### src/rtl/regfile_wb_arbiter.sv
// Register-file writeback arbiter: merges ALU results with a 2-deep load-return FIFO,
// forces the load head through after STARVE_LIM lost arbitrations and tracks pending-load hazards.
module regfile_wb_arbiter #(
    parameter int DATA_W     = 32,
    parameter int ADDR_W     = 5,
    parameter int STARVE_LIM = 3
) (
    input  logic              clk,
    input  logic              rst_n,
    input  logic              alu_valid,
    input  logic [ADDR_W-1:0] alu_rd,
    input  logic [DATA_W-1:0] alu_data,
    input  logic              ld_valid,
    output logic              ld_ready,
    input  logic [ADDR_W-1:0] ld_rd,
    input  logic [DATA_W-1:0] ld_data,
    input  logic              ld_issue,
    input  logic [ADDR_W-1:0] ld_issue_rd,
    input  logic [ADDR_W-1:0] q_rs1,
    input  logic [ADDR_W-1:0] q_rs2,
    input  logic [ADDR_W-1:0] q_rd,
    output logic              stall_req,
    output logic              wr_en,
    output logic [ADDR_W-1:0] wr_addr,
    output logic [DATA_W-1:0] wr_data,
    output logic              proto_err
);

    localparam int NREG  = 1 << ADDR_W;
    localparam int CNT_W = $clog2(STARVE_LIM + 1);

    typedef enum logic {NORMAL, FORCE} state_t;

    state_t            state, state_next;
    logic [ADDR_W-1:0] fifo_rd   [2];
    logic [DATA_W-1:0] fifo_data [2];
    logic [1:0]        fifo_cnt;
    logic              fifo_empty, fifo_full, push, pop, wr_idx;
    logic [CNT_W-1:0]  starve_cnt, starve_next;
    logic [NREG-1:0]   busy, busy_next;
    logic              grant_vld_p0, perr_set;
    logic [ADDR_W-1:0] grant_rd_p0;
    logic [DATA_W-1:0] grant_data_p0;
    logic              hazard;

    assign fifo_empty = (fifo_cnt == 2'd0);
    assign fifo_full  = (fifo_cnt == 2'd2);
    assign ld_ready   = rst_n & ~fifo_full;
    assign push       = ld_valid & ld_ready;
    // A pop at occupancy 1 frees slot 0 for the incoming entry.
    assign wr_idx     = (fifo_cnt == 2'd1) & ~pop;

    always_comb begin
        state_next    = state;
        grant_vld_p0  = 1'b0;
        grant_rd_p0   = '0;
        grant_data_p0 = '0;
        pop           = 1'b0;
        perr_set      = 1'b0;
        starve_next   = '0;
        case (state)
            NORMAL: begin
                if (alu_valid) begin
                    grant_vld_p0  = 1'b1;
                    grant_rd_p0   = alu_rd;
                    grant_data_p0 = alu_data;
                    if (!fifo_empty) begin
                        starve_next = starve_cnt + CNT_W'(1);
                        if (starve_next >= CNT_W'(STARVE_LIM))
                            state_next = FORCE;
                    end
                end else if (!fifo_empty) begin
                    grant_vld_p0  = 1'b1;
                    grant_rd_p0   = fifo_rd[0];
                    grant_data_p0 = fifo_data[0];
                    pop           = 1'b1;
                end
            end
            FORCE: begin
                // ALU traffic is dropped here; the head is always present on entry.
                perr_set   = alu_valid;
                state_next = NORMAL;
                if (!fifo_empty) begin
                    grant_vld_p0  = 1'b1;
                    grant_rd_p0   = fifo_rd[0];
                    grant_data_p0 = fifo_data[0];
                    pop           = 1'b1;
                end
            end
            default: state_next = NORMAL;
        endcase
    end

    always_comb begin
        busy_next = busy;
        if (pop)
            busy_next[fifo_rd[0]] = 1'b0;
        if (ld_issue && ld_issue_rd != '0)
            busy_next[ld_issue_rd] = 1'b1;
        busy_next[0] = 1'b0;
    end

    assign hazard = (q_rs1 != '0 && busy[q_rs1]) |
                    (q_rs2 != '0 && busy[q_rs2]) |
                    (q_rd  != '0 && busy[q_rd]);
    assign stall_req = rst_n & (hazard | (state == FORCE) | (state_next == FORCE));

    // Stage p0 -> p1: granted request lands on the register-file write port.
    always_ff @(posedge clk or negedge rst_n) begin
        if (!rst_n) begin
            state      <= NORMAL;
            starve_cnt <= '0;
            proto_err  <= 1'b0;
            busy       <= '0;
            fifo_cnt   <= 2'd0;
            wr_en      <= 1'b0;
            wr_addr    <= '0;
            wr_data    <= '0;
            for (int i = 0; i < 2; i++) begin
                fifo_rd[i]   <= '0;
                fifo_data[i] <= '0;
            end
        end else begin
            state      <= state_next;
            starve_cnt <= starve_next;
            busy       <= busy_next;
            if (perr_set)
                proto_err <= 1'b1;
            wr_en   <= grant_vld_p0 & (grant_rd_p0 != '0);
            wr_addr <= grant_rd_p0;
            wr_data <= grant_data_p0;
            if (pop) begin
                fifo_rd[0]   <= fifo_rd[1];
                fifo_data[0] <= fifo_data[1];
            end
            if (push) begin
                fifo_rd[wr_idx]   <= ld_rd;
                fifo_data[wr_idx] <= ld_data;
            end
            case ({push, pop})
                2'b10:   fifo_cnt <= fifo_cnt + 2'd1;
                2'b01:   fifo_cnt <= fifo_cnt - 2'd1;
                default: fifo_cnt <= fifo_cnt;
            endcase
        end
    end

endmodule

### config.mk
export PLATFORM = sky130hd
export DESIGN_NAME = regfile_wb_arbiter
export DESIGN_NICKNAME = d
export VERILOG_FILES = /design/src/rtl/regfile_wb_arbiter.sv
export SDC_FILE = /design/constraint.sdc
export NUM_CORES = 1
export LEC_CHECK = 0
export BUFFER_PORTS_ARGS = -buffer_cell sky130_fd_sc_hd__buf_2
export CORE_AREA = 2 2 160 162
export DETAILED_ROUTE_END_ITERATION = 6
export DIE_AREA = 0 0 162 164
export HOLD_SLACK_MARGIN = 0.06
export PLACE_DENSITY = 0.5
export REMOVE_ABC_BUFFERS = 1
export SLEW_MARGIN = 30
export SYNTH_ARGS = -nofsm -noshare
export SYNTH_HDL_FRONTEND = slang
export SYNTH_SLANG_ARGS = --single-unit
### constraint.sdc
create_clock -name clk -period 4.06 [get_ports clk]
set_clock_uncertainty 0.15 [all_clocks]
set_input_delay 0.406 -clock clk [delete_from_list [all_inputs] [get_ports clk]]
set_output_delay 0.406 -clock clk [all_outputs]
set_load 0.005 [all_outputs]
# Word level (Yosys, flattened, before mapping)
# Cells that the tools add are included.
# Widths: inputs -> output; s select.
word_totals:
  output_inout_bits: 41
  elab_cells: 101
  input_bits: 99
  ff_bits: 149
op_classes:
  n_eq_ne: 4
  add_sub_neg: 3
  order_cmp: 10
  bitwise_logic: 16
  muxes: 42
  reduce_logical: 14
ops:
  columns: ["cell", "count"]
  rows:
  - ["$mux 32", 6]
  - ["$bwmux 64", 1]
  - ["$mux 64", 1]
  - ["$pmux 32 s2", 1]
  - ["$and 32x32->32", 1]
  - ["$demux 32 s1", 1]
  - ["$not 32->32", 1]
  - ["$or 32x32->32", 1]
  - ["$lt 5x6->1 const B", 5]
  - ["$reduce_bool 5->1", 5]
  - ["$mux 5", 4]
  - ["$bmux 1 s5", 3]
  - ["$mux 1", 12]
  - ["$bwmux 10", 1]
  - ["$demux 1 s5", 2]
  - ["$ge 5x1->1 const B", 2]
  - ["$mux 10", 1]
  - ["$pmux 5 s2", 1]
  - ["$logic_and 1x1->1", 7]
  - ["$mux 2", 3]
  - ["$pmux 1 s2", 3]
  - ["$and 1x1->1", 5]
  - ["$demux 5 s1", 1]
  - ["$add 2x1->2 const B", 2]
  - ["11 further kinds", 19]

# Logic depth before layout (Yosys ltp)
depth:
  ltp_word: 13
  depth_mapped: 9
  ltp_nobuf: 7

# Worst setup path before layout
# No wires, ideal clock.
synth_timing:
  kind: "input port to output port"
  start: "input q_rs2[2]"
  end: "output stall_req"
  stages: 6
  t_arrival_ps: 2141
  n_path_buf: 1
  path_slack_ps: 1363
  path_cell_list: "clkbuf_1 mux4_2 a311oi_1 o311ai_1 or4_1 o31a_1"
synth_between:
  elab_chain_cells: 8
synth_lines:
  columns: ["element", "line", "source"]
  rows:
  - ["from (decl)", "20", "input logic [ADDR_W-1:0] q_rs2,"]
  - ["$bmux 1 s5", "104", "(q_rs2 != '0 && busy[q_rs2]) |"]
  - ["$mux 1 (implied by the code)", "104", null]
  - ["$logic_and 1x1->1 *", "104", null]
  - ["$or 1x1->1 *", "103", "assign hazard = (q_rs1 != '0 && busy[q_rs1]) |"]
  - ["$or 1x1->1 *", "104", null]
  - ["$or 1x1->1 * (2 in a row)", "106", "assign stall_req = rst_n & (hazard | (state == FORCE) | (state_next == FORCE));"]
  - ["$and 1x1->1 *", "106", null]
  - ["to (decl)", "22", "output logic stall_req,"]
# Every way passes the cells marked *; elsewhere a longest branch is shown, timed or not. The select of a mux whose other input is x is not followed.

# Worst setup path after layout
layout_timing:
  start: "register fifo_cnt[0]"
  end: "output stall_req"
layout_between:
  elab_chain_cells: 6
layout_lines:
  columns: ["element", "line", "source"]
  rows:
  - ["from (decl)", "37", "logic [1:0] fifo_cnt;"]
  - ["from (signal assigned)", "141", "2'b10: fifo_cnt <= fifo_cnt + 2'd1;"]
  - ["from (signal assigned)", "142", "2'b01: fifo_cnt <= fifo_cnt - 2'd1;"]
  - ["from (signal assigned)", "143", "default: fifo_cnt <= fifo_cnt;"]
  - ["$logic_not 2->1", "46", "assign fifo_empty = (fifo_cnt == 2'd0);"]
  - ["$mux 1", "67", "if (!fifo_empty) begin"]
  - ["$mux 1", "63", "if (alu_valid) begin"]
  - ["$pmux 1 s2", "61", "case (state)"]
  - ["$or 1x1->1", "106", null]
  - ["$and 1x1->1", "106", null]
# Every way passes these cells.

==> run metrics <==
status complete, no violations; Clk pin slew, worst setup/hold paths 0.06 ns; per-cell routed wire length 16.5 um; Seq cells post-synth 149; Worst Path Max Fanout 16; critical path startpoint fifo_cnt[0]; CTS buffer count 17; final WL 19,600 um; Post-synth ARST share 100%; layout cells sized above 1 23.7%; DRT antenna net count 0; Yosys warnings 0; Max Fclk 0.283 GHz; worst hold stages 3; Slew @ Worst Pin 0.791 ns; Hold Startpoint alu_data[16]; final hold viol count 0; Startpoint Class register; largest net degree at the start of global routing 75; post-CTS setup buffer count 0; GRT met2 Usage 24.3%; area grow syn2layout 33.8%; register area share after synthesis 52.6%; Setup crit end kind output port; RSZ-0062 raised after global routing no; H-tree levels 4; Slowest cell on crit path or4_1; clk buf depth 2; fin nets 950; Setup Viol. Count Final 0; vias per cell 4.79; Crit path required time 3.50 ns; routability cong. 0.804; GRT met1 Usage 21.5%; RR Startpoint fifo_cnt[0]; clock period minus worst slack 3.54 ns; first-pass GRT wire length 32,000 um; setup_tns 0 ns; Hold Worst Slack 0.0646 ns; Layout fillers 2,521; clk root buf clkbuf_16; met3 usage 3.84%; Port Buffer Count 139; Core Area 24,800 um2; Unique masters post-synth 45; CP cell instances inv_1, ha_1, and3b_1, a311oi_1, o311ai_1, or4_1, o31a_1, buf_2; DRC viols 0; hold_buf cts 71; die height 164 um; HP Class input port to register; reg2reg path depth 6; Post-CTS Resized 0; Max Cap Viol 0; Place WS 0.943 ns; via count 5,707; kind of critical path register to output port; Pwr Density 638 nW/um2; EDFF count, synth 0; initial core utilization 28.6%; crit-path max cell delay 0.55 ns; GRT Resource Usage Total 15.6%; fin worst setup slack 0.522 ns; DRT Pass-1 Iters 5; Slew Limit Headroom 47.3%; CTS Sinks 149; Post-Syn Instances 648; I/O pin count 140; Max Slew Vio Count 0; Cell Area, Synth 7090 um2; CTS tree built; Max VDD drop 0.270 mV; ys flop type dfrtp_1; syn_area_per_cell 10.9 um2; Leak 0.00431 uW; num rows 58; crit path DAT 2.98 ns; antenna violations before repair 2; Clock Latency Late Sink 0.42 ns; global routing's busiest layer met2; chip width 162 um; number of global-route vias before repair 5,909; die area 26,600 um2; Detailed Place HPWL 13,100 um; drt initial violations 401; fin crit share 87.1%; GRT Residual Overflow 0
final timing paths:
kind | to | slack, ns
max | stall_req | 0.52
min | wr_data[16] | 0.06
max reg2reg | register | 1.10
min reg2reg | starve_cnt[0] | 0.28
max in group asynchronous | asynchronous set/reset pin | 2.02
min in group asynchronous | wr_data[11] | 0.52
synthesized netlist by cell type, drive strengths merged, types with 5 or more instances:
cell type / instances / share of area, %
buf: 11 / 0.72
clkbuf: 29 / 1.5
dfrtp: 149 / 53
ha: 5 / 0.88
inv: 8 / 0.42
mux2: 41 / 6.5
mux2i: 50 / 7.1
mux4: 15 / 4.9
nand2: 117 / 6.2
nand2b: 8 / 0.71
nand3: 11 / 0.78
nand3b: 46 / 4.9
nor2: 5 / 0.26
nor2b: 12 / 1.1
o21ai: 100 / 7.1
logic make-up after synthesis:
family | synth area share [%]
buf+inv | 2.68
xor+xnor | 0.247
mux | 18.5
compound gates | 9.28
flops | 52.6
simple gates | 15.8
fa+ha+maj | 0.882
area by class of cell:
type                            count  area, um2  share of cell area (%)
Sequential cell                   149       3730                    39.3
Multi-Input combinational cell    451       3190                    33.7
Timing Repair Buffer              219       1510                    15.9
Clock buffer                       18        439                    4.63
Tap cell                          330        413                    4.35
Clock inverter                     14        165                    1.74
Inverter                            8       30.0                   0.316
Antenna cell                        2       5.00                  0.0527
stage by stage:
step / area [um2] / instances / util [%] / total power (uW)
after floorplan: 6930 / 608 / - / 3710
after global placement: 8140 / 1085 / 32.8 / 4390
after detailed placement: 8170 / 1086 / 32.9 / 4420
after CTS: 9480 / 1189 / 38.2 / 6140
after global routing: 9490 / 1190 / 38.2 / 6500
final: 9490 / 1191 / 38.2 / 6050
layout by cell type, fill, tap and decap left out, types with 12 or more instances in the layout:
cell type / count
dfrtp_1: 149
buf_2: 138
nand2_1: 117
o21ai_1: 89
dlygate4sd3_1: 71
mux2i_1: 50
nand3b_1: 46
mux2_1: 34
clkbuf_16: 17
mux4_2: 12
layer usage:
layer | share of wire (%) | vias to the layer above
met3 | 5.8 | 20
met4 | 1.5 | 0
li1 | - | 2716
met5 | 0 | -
met2 | 45 | 176
met1 | 48 | 2795
report_power, final:
part | total, uW | switching [uW] | internal [uW] | leakage, uW
registers | 2560 | 442 | 2120 | 0.00183
logic | 1850 | 899 | 954 | 0.00219
clock network | 1630 | 690 | 943 | 0.000290
worst max-delay path, delay by kind of cell, from the launching register on:
kind                     cells  cell delay [ns]
adder cells (fa/ha/maj)      1             0.48
flip-flops                   1             0.40
AND/OR/NAND/NOR              2             0.82
AO/OA/AOI/OAI                3             0.64
buffers and inverters        2             0.22
Note: power is estimated with default switching activity, not from simulation.
